### src/rtl/jk_pkg.sv
// Shared definitions for the JK bank arbiter: command encodings, FSM states,
// owner tags and the JK next-state rule used by every cell.
package jk_pkg;

  // {j,k} command encoding
  typedef enum logic [1:0] {
    OP_HOLD   = 2'b00,
    OP_RESET  = 2'b01,
    OP_SET    = 2'b10,
    OP_TOGGLE = 2'b11
  } jk_op_e;

  typedef enum logic [1:0] {
    ST_IDLE  = 2'b00,
    ST_APPLY = 2'b01,
    ST_DONE  = 2'b10
  } jk_state_e;

  // Requester tag, used both for the priority pointer and the latched owner
  typedef enum logic {
    OWN_A = 1'b0,
    OWN_B = 1'b1
  } jk_owner_e;

  // Next value of a JK flop given {j,k} and its current value
  function automatic logic jk_next(input logic [1:0] jk, input logic q);
    case (jk)
      OP_RESET:  return 1'b0;
      OP_SET:    return 1'b1;
      OP_TOGGLE: return ~q;
      default:   return q;
    endcase
  endfunction

endpackage

### src/rtl/jk_cell.sv
// Single JK storage cell. Pure storage: {j,k} comes fully decoded from the
// arbiter, so a cell with 00 on its inputs simply holds.
module jk_cell
  import jk_pkg::*;
(
  input  logic clk,
  input  logic rst,
  input  logic j,
  input  logic k,
  output logic q,
  output logic qb
);

  // JK update; async clear on reset
  always_ff @(posedge clk or negedge rst) begin
    if (!rst) q <= 1'b0;
    else      q <= jk_next({j, k}, q);
  end

  assign qb = ~q;

endmodule

### src/rtl/jk_bank_arbiter.sv
// Two-requester arbiter in front of a bank of JK cells. One command is in
// flight at a time: IDLE accepts, APPLY drives {j,k} into the addressed cell,
// DONE returns the post-update value to the owner.
module jk_bank_arbiter
  import jk_pkg::*;
#(
  parameter int WIDTH = 8,
  parameter int IDXW  = 3
) (
  input  logic             clk,
  input  logic             rst,
  input  logic             a_valid,
  output logic             a_ready,
  input  logic [1:0]       a_op,
  input  logic [IDXW-1:0]  a_idx,
  output logic             a_done,
  input  logic             b_valid,
  output logic             b_ready,
  input  logic [1:0]       b_op,
  input  logic [IDXW-1:0]  b_idx,
  output logic             b_done,
  output logic             rsp_q,
  output logic             rsp_err,
  output logic [WIDTH-1:0] q_bank,
  output logic [WIDTH-1:0] qb_bank,
  output logic             busy
);

  jk_state_e       state, state_nxt;
  jk_owner_e       ptr;
  jk_owner_e       own_l;
  logic [1:0]      op_l;
  logic [IDXW-1:0] idx_l;
  logic            in_range;

  // State register
  always_ff @(posedge clk or negedge rst) begin
    if (!rst) state <= ST_IDLE;
    else      state <= state_nxt;
  end

  // Next state, grant and completion decode. Grants are also gated by rst so
  // nothing reads as accepted while reset is held.
  always_comb begin
    state_nxt = state;
    a_ready   = 1'b0;
    b_ready   = 1'b0;
    a_done    = 1'b0;
    b_done    = 1'b0;
    busy      = 1'b1;
    case (state)
      ST_IDLE: begin
        busy    = 1'b0;
        a_ready = rst && a_valid && (!b_valid || ptr == OWN_A);
        b_ready = rst && b_valid && (!a_valid || ptr == OWN_B);
        if (a_ready || b_ready) state_nxt = ST_APPLY;
      end
      ST_APPLY: state_nxt = ST_DONE;
      ST_DONE: begin
        a_done    = (own_l == OWN_A);
        b_done    = (own_l == OWN_B);
        state_nxt = ST_IDLE;
      end
      default: state_nxt = ST_IDLE;
    endcase
  end

  // Command capture; the pointer always moves to the requester that lost,
  // which yields strict alternation when both keep asking.
  always_ff @(posedge clk or negedge rst) begin
    if (!rst) begin
      ptr   <= OWN_A;
      own_l <= OWN_A;
      op_l  <= OP_HOLD;
      idx_l <= '0;
    end else if (a_ready) begin
      ptr   <= OWN_B;
      own_l <= OWN_A;
      op_l  <= a_op;
      idx_l <= a_idx;
    end else if (b_ready) begin
      ptr   <= OWN_A;
      own_l <= OWN_B;
      op_l  <= b_op;
      idx_l <= b_idx;
    end
  end

  // Out-of-range indices select no cell, so the bank is untouched
  assign in_range = ({1'b0, idx_l} < (IDXW+1)'(WIDTH));
  assign rsp_q    = (state == ST_DONE) && in_range && q_bank[idx_l];
  assign rsp_err  = (state == ST_DONE) && !in_range;

  for (genvar i = 0; i < WIDTH; i++) begin : g_cell
    logic sel;
    assign sel = (state == ST_APPLY) && (idx_l == IDXW'(i));
    jk_cell u_cell (
      .clk (clk),
      .rst (rst),
      .j   (sel & op_l[1]),
      .k   (sel & op_l[0]),
      .q   (q_bank[i]),
      .qb  (qb_bank[i])
    );
  end

endmodule

### config.mk
export PLATFORM = sky130hd
export DESIGN_NAME = jk_bank_arbiter
export DESIGN_NICKNAME = d
export VERILOG_FILES = /design/src/rtl/jk_pkg.sv /design/src/rtl/jk_cell.sv /design/src/rtl/jk_bank_arbiter.sv
export SDC_FILE = /design/constraint.sdc
export NUM_CORES = 1
export LEC_CHECK = 0
export CAP_MARGIN = 20
export CORE_MARGIN = 1
export CORE_UTILIZATION = 40
export DETAILED_ROUTE_END_ITERATION = 7
export GPL_TIMING_DRIVEN = 0
export PLACE_DENSITY = 0.75
export SYNTH_ARGS = -nofsm -noshare
export SYNTH_HDL_FRONTEND = slang
export SYNTH_SLANG_ARGS = --single-unit
### constraint.sdc
create_clock -name clk -period 1.5 [get_ports clk]
set_input_delay 0.15 -clock clk [delete_from_list [all_inputs] [get_ports clk]]
set_output_delay 0.15 -clock clk [all_outputs]
set_load 0.02 [all_outputs]
==> Yosys cells after proc, flatten, opt, wreduce, memory -nomap -nowiden <==
Cells that the tools add are included.
{ "totals": {"regBits": 17, "wordCells": 128, "in_bits": 14} }
{ "classes": {"muxes": 25, "n_eq_ne": 34, "bitwise_logic": 26, "n_lt_le_gt_ge": 1, "reduce_logical": 29} }
{ "ops": {"columns": ["operator", "n"], "rows": [
  ["$eq 2x2->1 const B", 17],
  ["$pmux 1 s3", 8],
  ["$reduce_bool 3->1", 8],
  ["$eq 2x1->1 const B", 9],
  ["$and 1x1->1", 16],
  ["$logic_and 1x1->1", 13],
  ["$eq 3x3->1 const B", 4],
  ["$mux 1", 10],
  ["$not 1->1", 10],
  ["$eq 3x2->1 const B", 2],
  ["$mux 2", 3],
  ["$mux 3", 2],
  ["$lt 3x4->1 const B", 1],
  ["$pmux 2 s2", 1],
  ["$bmux 1 s3", 1],
  ["$eq 3x1->1 const B", 1],
  ["$logic_not 3->1", 1],
  ["$logic_or 1x1->1", 3],
  ["$logic_not 1->1", 2],
  ["$logic_not 2->1", 1],
  ["$ne 2x2->1 const B", 1],
  ["$reduce_bool 2->1", 1]
]} }

==> Logic depth before layout (Yosys ltp) <==
{ "depth": {"ltp_word": 6, "ltp_mapped": 5} }

==> Modules after synthesis <==
From an unflattened synthesis, not the netlist that was laid out.
{ "hier_totals": {"cells_unflattened": 119, "hier_area_um2": 989.7} }
{ "by_module_without_submodules": {"columns": ["module", "area_per_inst_um2", "cells_per_inst", "n_inst"], "rows": [
  ["jk_bank_arbiter", 689.4, 87, 1],
  ["jk_cell", 37.5, 4, 8]
]} }

==> Worst setup path before layout <==
No wires, ideal clock.
{ "synth_timing": {"path_kind": "register to register", "startpoint": "reg state[1]", "endpoint": "reg own_l", "setup_ps": 67, "path_stages_with_launch": 5, "t_required_ps": 1433, "period_less_slack_ps": 1699, "path_slack_ps": -199, "arrival_time_ps": 1632, "path_cell_list": "dfrtp_1 -> or3b_1 -> buf_2 -> nor3_1 -> o21a_1"} }
{ "synth_via": {"elab_chain_cells": 3} }
{ "synth_lines": {"columns": ["item", "line", "rtl"], "rows": [
  ["from (decl)", "jk_bank_arbiter.sv:29", "jk_state_e state, state_nxt;"],
  ["from (signal assigned)", "jk_bank_arbiter.sv:39", "else state <= state_nxt;"],
  ["$logic_not 2->1", "jk_bank_arbiter.sv:51", "case (state)"],
  ["$mux 1", "jk_bank_arbiter.sv:51", null],
  ["via b_ready", "jk_bank_arbiter.sv:18", "output logic b_ready,"],
  ["$reduce_bool 2->1 (no source line)", null, null],
  ["to (signal assigned)", "jk_bank_arbiter.sv:73", "own_l <= OWN_A;"],
  ["to (signal assigned)", "jk_bank_arbiter.sv:78", "own_l <= OWN_A;"],
  ["to (signal assigned)", "jk_bank_arbiter.sv:83", "own_l <= OWN_B;"],
  ["to (decl)", "jk_bank_arbiter.sv:31", "jk_owner_e own_l;"]
]} }
The timed path passes the listed nets, and every way through them passes these cells.
A chain may end at the register's enable or synchronous reset.

==> Worst setup path in the final report <==
{ "layout_timing": {"startpoint": "reg idx_l[1]", "endpoint": "out rsp_q"} }
{ "layout_via": {"elab_chain_cells": 3} }
{ "layout_lines": {"columns": ["item", "line", "rtl"], "rows": [
  ["from (decl)", "jk_bank_arbiter.sv:33", "logic [IDXW-1:0] idx_l;"],
  ["from (signal assigned)", "jk_bank_arbiter.sv:80", "idx_l <= a_idx;"],
  ["from (signal assigned)", "jk_bank_arbiter.sv:85", "idx_l <= b_idx;"],
  ["$bmux 1 s3", "jk_bank_arbiter.sv:91", "assign rsp_q = (state == ST_DONE) && in_range && q_bank[idx_l];"],
  ["$mux 1 (not written as such)", "jk_bank_arbiter.sv:91", null],
  ["$logic_and 1x1->1", "jk_bank_arbiter.sv:91", null],
  ["to (decl)", "jk_bank_arbiter.sv:22", "output logic rsp_q,"]
]} }
Every way passes these cells. The select of a mux whose other input is x is not followed.

==> results.json <==
{
  "outcome": "finished with violations",
  "violations_in_the_final_reports": "setup timing",
  "cts_buffers": 3,
  "synth_area_per_inst_um2": 9.20,
  "unrepaired_setup_endpoints_after_global_routing": "yes",
  "place.port_buffers": 34,
  "crit_path_launch_type": "register",
  "synth_xor_area_share_pct": 0,
  "layout_worst_path_cycle_share_pct": 115,
  "timing.rr.start": "state[0]$_DFFE_PN0P_",
  "hp-class": "input pin to register",
  "finalWirelength_mm": 2.61,
  "final_period_minus_worst_setup_slack_ns": 1.73,
  "antenna_found_initial": 0,
  "drtPass1Iterations": 4,
  "worst_r2r_path_depth": 6,
  "timing_worst_setup_path_type": "register to output pin",
  "synth-async-reset-ratio_pct": 100,
  "postSynth.topFlopCell": "sky130_fd_sc_hd__dfrtp_1",
  "globalRoute.totalOverflow": 0,
  "dr_total_vias": 992,
  "number_of_library_cell_types_mapped_by_synthesis": 34,
  "crit-reg2reg-capture": "idx_l[2]$_DFFE_PN0P_",
  "p_leak_nw": 0.758,
  "worst_ep_required_time_ns": 1.35,
  "clock_root_cell": "sky130_fd_sc_hd__clkbuf_4",
  "ioPinCount": 37,
  "synth_adder_area_share_pct": 0,
  "final_layout_size_suffix_gt1_share_pct": 35.2,
  "worst_setup_hold_path_clk_slew_ns": 0.10,
  "half_perimeter_wire_length_after_placement_mm": 1.75,
  "grt_pass1_wl_mm": 4.15,
  "critical_path_maximum_fanout": 3,
  "first_global_vias": 965,
  "pwr_density_cell_mw_per_mm2": 1640,
  "fin_worst_hold_slack_ns": 0.267,
  "ant_nets": 0,
  "core.rowCount": 18,
  "crit_slowest_cell": "sky130_fd_sc_hd__mux4_2",
  "synth.mux.area_fraction_pct": 3.02,
  "rrSetupSlack_ns": -0.11,
  "place.gp.congestion": 0.831,
  "finalHoldViolCount": 0,
  "cts_tree": "done",
  "starting_utilization_of_the_core_area_pct": 43.0,
  "slew_viol_final": 0,
  "post-route-worst-setup-slack_ns": -0.225,
  "yosys.area.top_type_share_pct": 39.5,
  "synth_top_cells_by_area": "sky130_fd_sc_hd__dfrtp_1 40%, sky130_fd_sc_hd__buf_4 12%, sky130_fd_sc_hd__a31oi_1 5.8%",
  "design_area_mm2": 0.00161,
  "placed_area_mm2": 0.00146,
  "crit_end": "rsp_q",
  "cts.htree.levels": 1,
  "timing.critical_path.arrival_ns": 1.58,
  "floorplan.die_area_mm2": 0.00290,
  "finalNetCount": 177,
  "drc": 0,
  "via_per_instance_ratio": 5.17,
  "synth_edf_count": 0,
  "die_width_um": 53.9,
  "cts.path.max_buffers": 2,
  "drt-wirelength-per-cell_um": 13.6,
  "clkLatencyLatePin_ns": 0.29,
  "stage_delay_of_the_slowest_cell_on_the_critical_path_ns": 0.52,
  "endpoint_kind": "output pin",
  "finalClockSkew_ns": 0.00194,
  "timing.critical_path.cells": "mux4_2 -> o32a_1 -> buf_6",
  "pin_slew_with_the_least_headroom_to_its_limit_ns": 0.760,
  "post_synth_inst_count": 117,
  "syn-cell-area_mm2": 0.00108,
  "setup_viol": 5,
  "yosys_warnings": 0,
  "clock_sinks": 17,
  "cap_viol_max_count": 0,
  "synthesis.nets": 131,
  "synth-seq-area-share_pct": 39.5,
  "synth_compound_gate_area_share_pct": 20.0,
  "p_total_mw": 2.65,
  "grt_max_degree": 18,
  "synth_simple_gate_area_share_pct": 16.7,
  "die_h_um": 53.9,
  "critPathLaunch": "idx_l[1]$_DFFE_PN0P_",
  "placeableCoreArea_mm2": 0.00250,
  "grt.total_usage_pct": 20.3,
  "n_antenna_cell": 0,
  "initialDrtViolationCount": 32,
  "achievable-frequency_mhz": 580,
  "synth_top_family_by_area": "buffers and inverters",
  "area_growth_syn_to_layout_pct": 49.9,
  "worst_ir_drop_vdd_mv": 1.12,
  "timing.max_slew.rel_slack_pct": 49.1,
  "synth.ff_latch_count": 17,
  "post-synth-top-area-cell": "sky130_fd_sc_hd__dfrtp_1"
}
-- logic make-up after synthesis --
| logic type | Yosys count |
|---|---|
| AO/OA/AOI/OAI | 29 |
| buffers and inverters | 39 |
| flip-flops | 17 |
| multiplexers | 2 |
| other | 1 |
| AND/OR/NAND/NOR | 29 |
-- cell type report --
cell class	instances	area, um2
clock buffer	3	22.5
multi-input combinational	61	512
fill	201	887
tap	30	37.5
inverter	17	66.3
clock inverter	1	5.00
buffer	20	141
sequential	17	425
timing repair buffer	43	403
-- worst min-delay path by stage --
stage,end,from,slack (ns),cells after the start
after floorplan,g_cell[0].u_cell.q$_DFFE_PN0P_,rst,-0.15,0
after global placement,own_l$_DFFE_PN0P_,own_l$_DFFE_PN0P_,0.50,1
after detailed placement,g_cell[5].u_cell.q$_DFFE_PN0P_,g_cell[5].u_cell.q$_DFFE_PN0P_,0.52,1
after CTS,idx_l[2]$_DFFE_PN0P_,b_valid,0.25,3
after global routing,idx_l[0]$_DFFE_PN0P_,b_valid,0.27,3
final,idx_l[0]$_DFFE_PN0P_,b_valid,0.27,3
-- critical path, delay by kind of cell, from the launching register on --
kind	cells	cell delay [ns]
AO/OA/AOI/OAI	1	0.20
buffers and inverters	1	0.14
flip-flops	1	0.42
multiplexers	1	0.52
-- cell usage in the layout, fill, tap and decap left out, drive strengths merged, types with 2 or more instances in the layout --
cell type      synthesis  final
inv                   17     17
o31ai                  2      2
buf                   19     30
a21oi                  7      7
nor2b                  4      4
o221ai                 3      3
nor3b                  2      2
nor2                   3      3
nand2b                 2      2
clkbuf                 3      7
nand4                  5      5
or2                    2      2
clkdlybuf4s50          0     11
o21a                   2      2
nor3                   4      4
a31oi                 10     10
dlygate4sd2            0     16
dfrtp                 17     17
a41oi                  2      2
-- sequential cells by signal, indices dropped and copies added, names as in the netlist --
signal	count
g_cell.u_cell.q	8
own_l	1
idx_l	3
state	2
op_l	2
ptr	1
-- synthesized netlist by cell type (2+ instances only) --
cell type,instances
sky130_fd_sc_hd__a31oi_1,10
sky130_fd_sc_hd__a21oi_1,7
sky130_fd_sc_hd__nor2_1,3
sky130_fd_sc_hd__o21a_1,2
sky130_fd_sc_hd__nor2b_1,4
sky130_fd_sc_hd__clkbuf_1,3
sky130_fd_sc_hd__nand4_1,5
sky130_fd_sc_hd__o221ai_2,3
sky130_fd_sc_hd__nand2b_1,2
sky130_fd_sc_hd__dfrtp_1,17
sky130_fd_sc_hd__buf_4,17
sky130_fd_sc_hd__inv_1,16
sky130_fd_sc_hd__nor3b_1,2
sky130_fd_sc_hd__a41oi_1,2
sky130_fd_sc_hd__nor3_1,4
sky130_fd_sc_hd__o31ai_1,2
-- power breakdown --
group / internal [mW] / switching (mW)
clock network: 0.0992 / 0.149
registers: 0.629 / 0.215
logic: 0.797 / 0.763
total: 1.53 / 1.13
-- metal layers --
metal | track usage, % | vias to the layer above | routed length (um)
met5 | 0 | - | 0
met2 | 38.1 | 35 | 1420
met4 | 8.77 | 0 | 31
li1 | - | 492 | -
met1 | 22.1 | 461 | 1040
met3 | 3.11 | 4 | 126
-- repair_timing --
| action | CTS | global route |
|---|---|---|
| hold endpoints to repair | 17 | 0 |
| hold buffers | 1 | 0 |
| gates resized for setup | 49 | 24 |
| pin swaps | 8 | 6 |
| buffers inserted | 11 | 1 |
| setup endpoints to repair | 30 | 17 |
-- stage by stage --
| stage | setup TNS [ns] | std cells | util (%) | setup WS [ns] |
|---|---|---|---|---|
| 3_3_place_gp | -9.42 | 181 | 58.5 | -1.39 |
| 2_1_floorplan | -0.00921 | 117 | - | -0.00308 |
| 6_report | -0.813 | 192 | 64.5 | -0.225 |
| 4_1_cts | -2.25 | 197 | 63.9 | -0.360 |
| 3_5_place_dp | -9.52 | 181 | 58.5 | -1.40 |
| 5_1_grt | -1.18 | 192 | 64.5 | -0.270 |
Power figures use the tool's default switching activity.
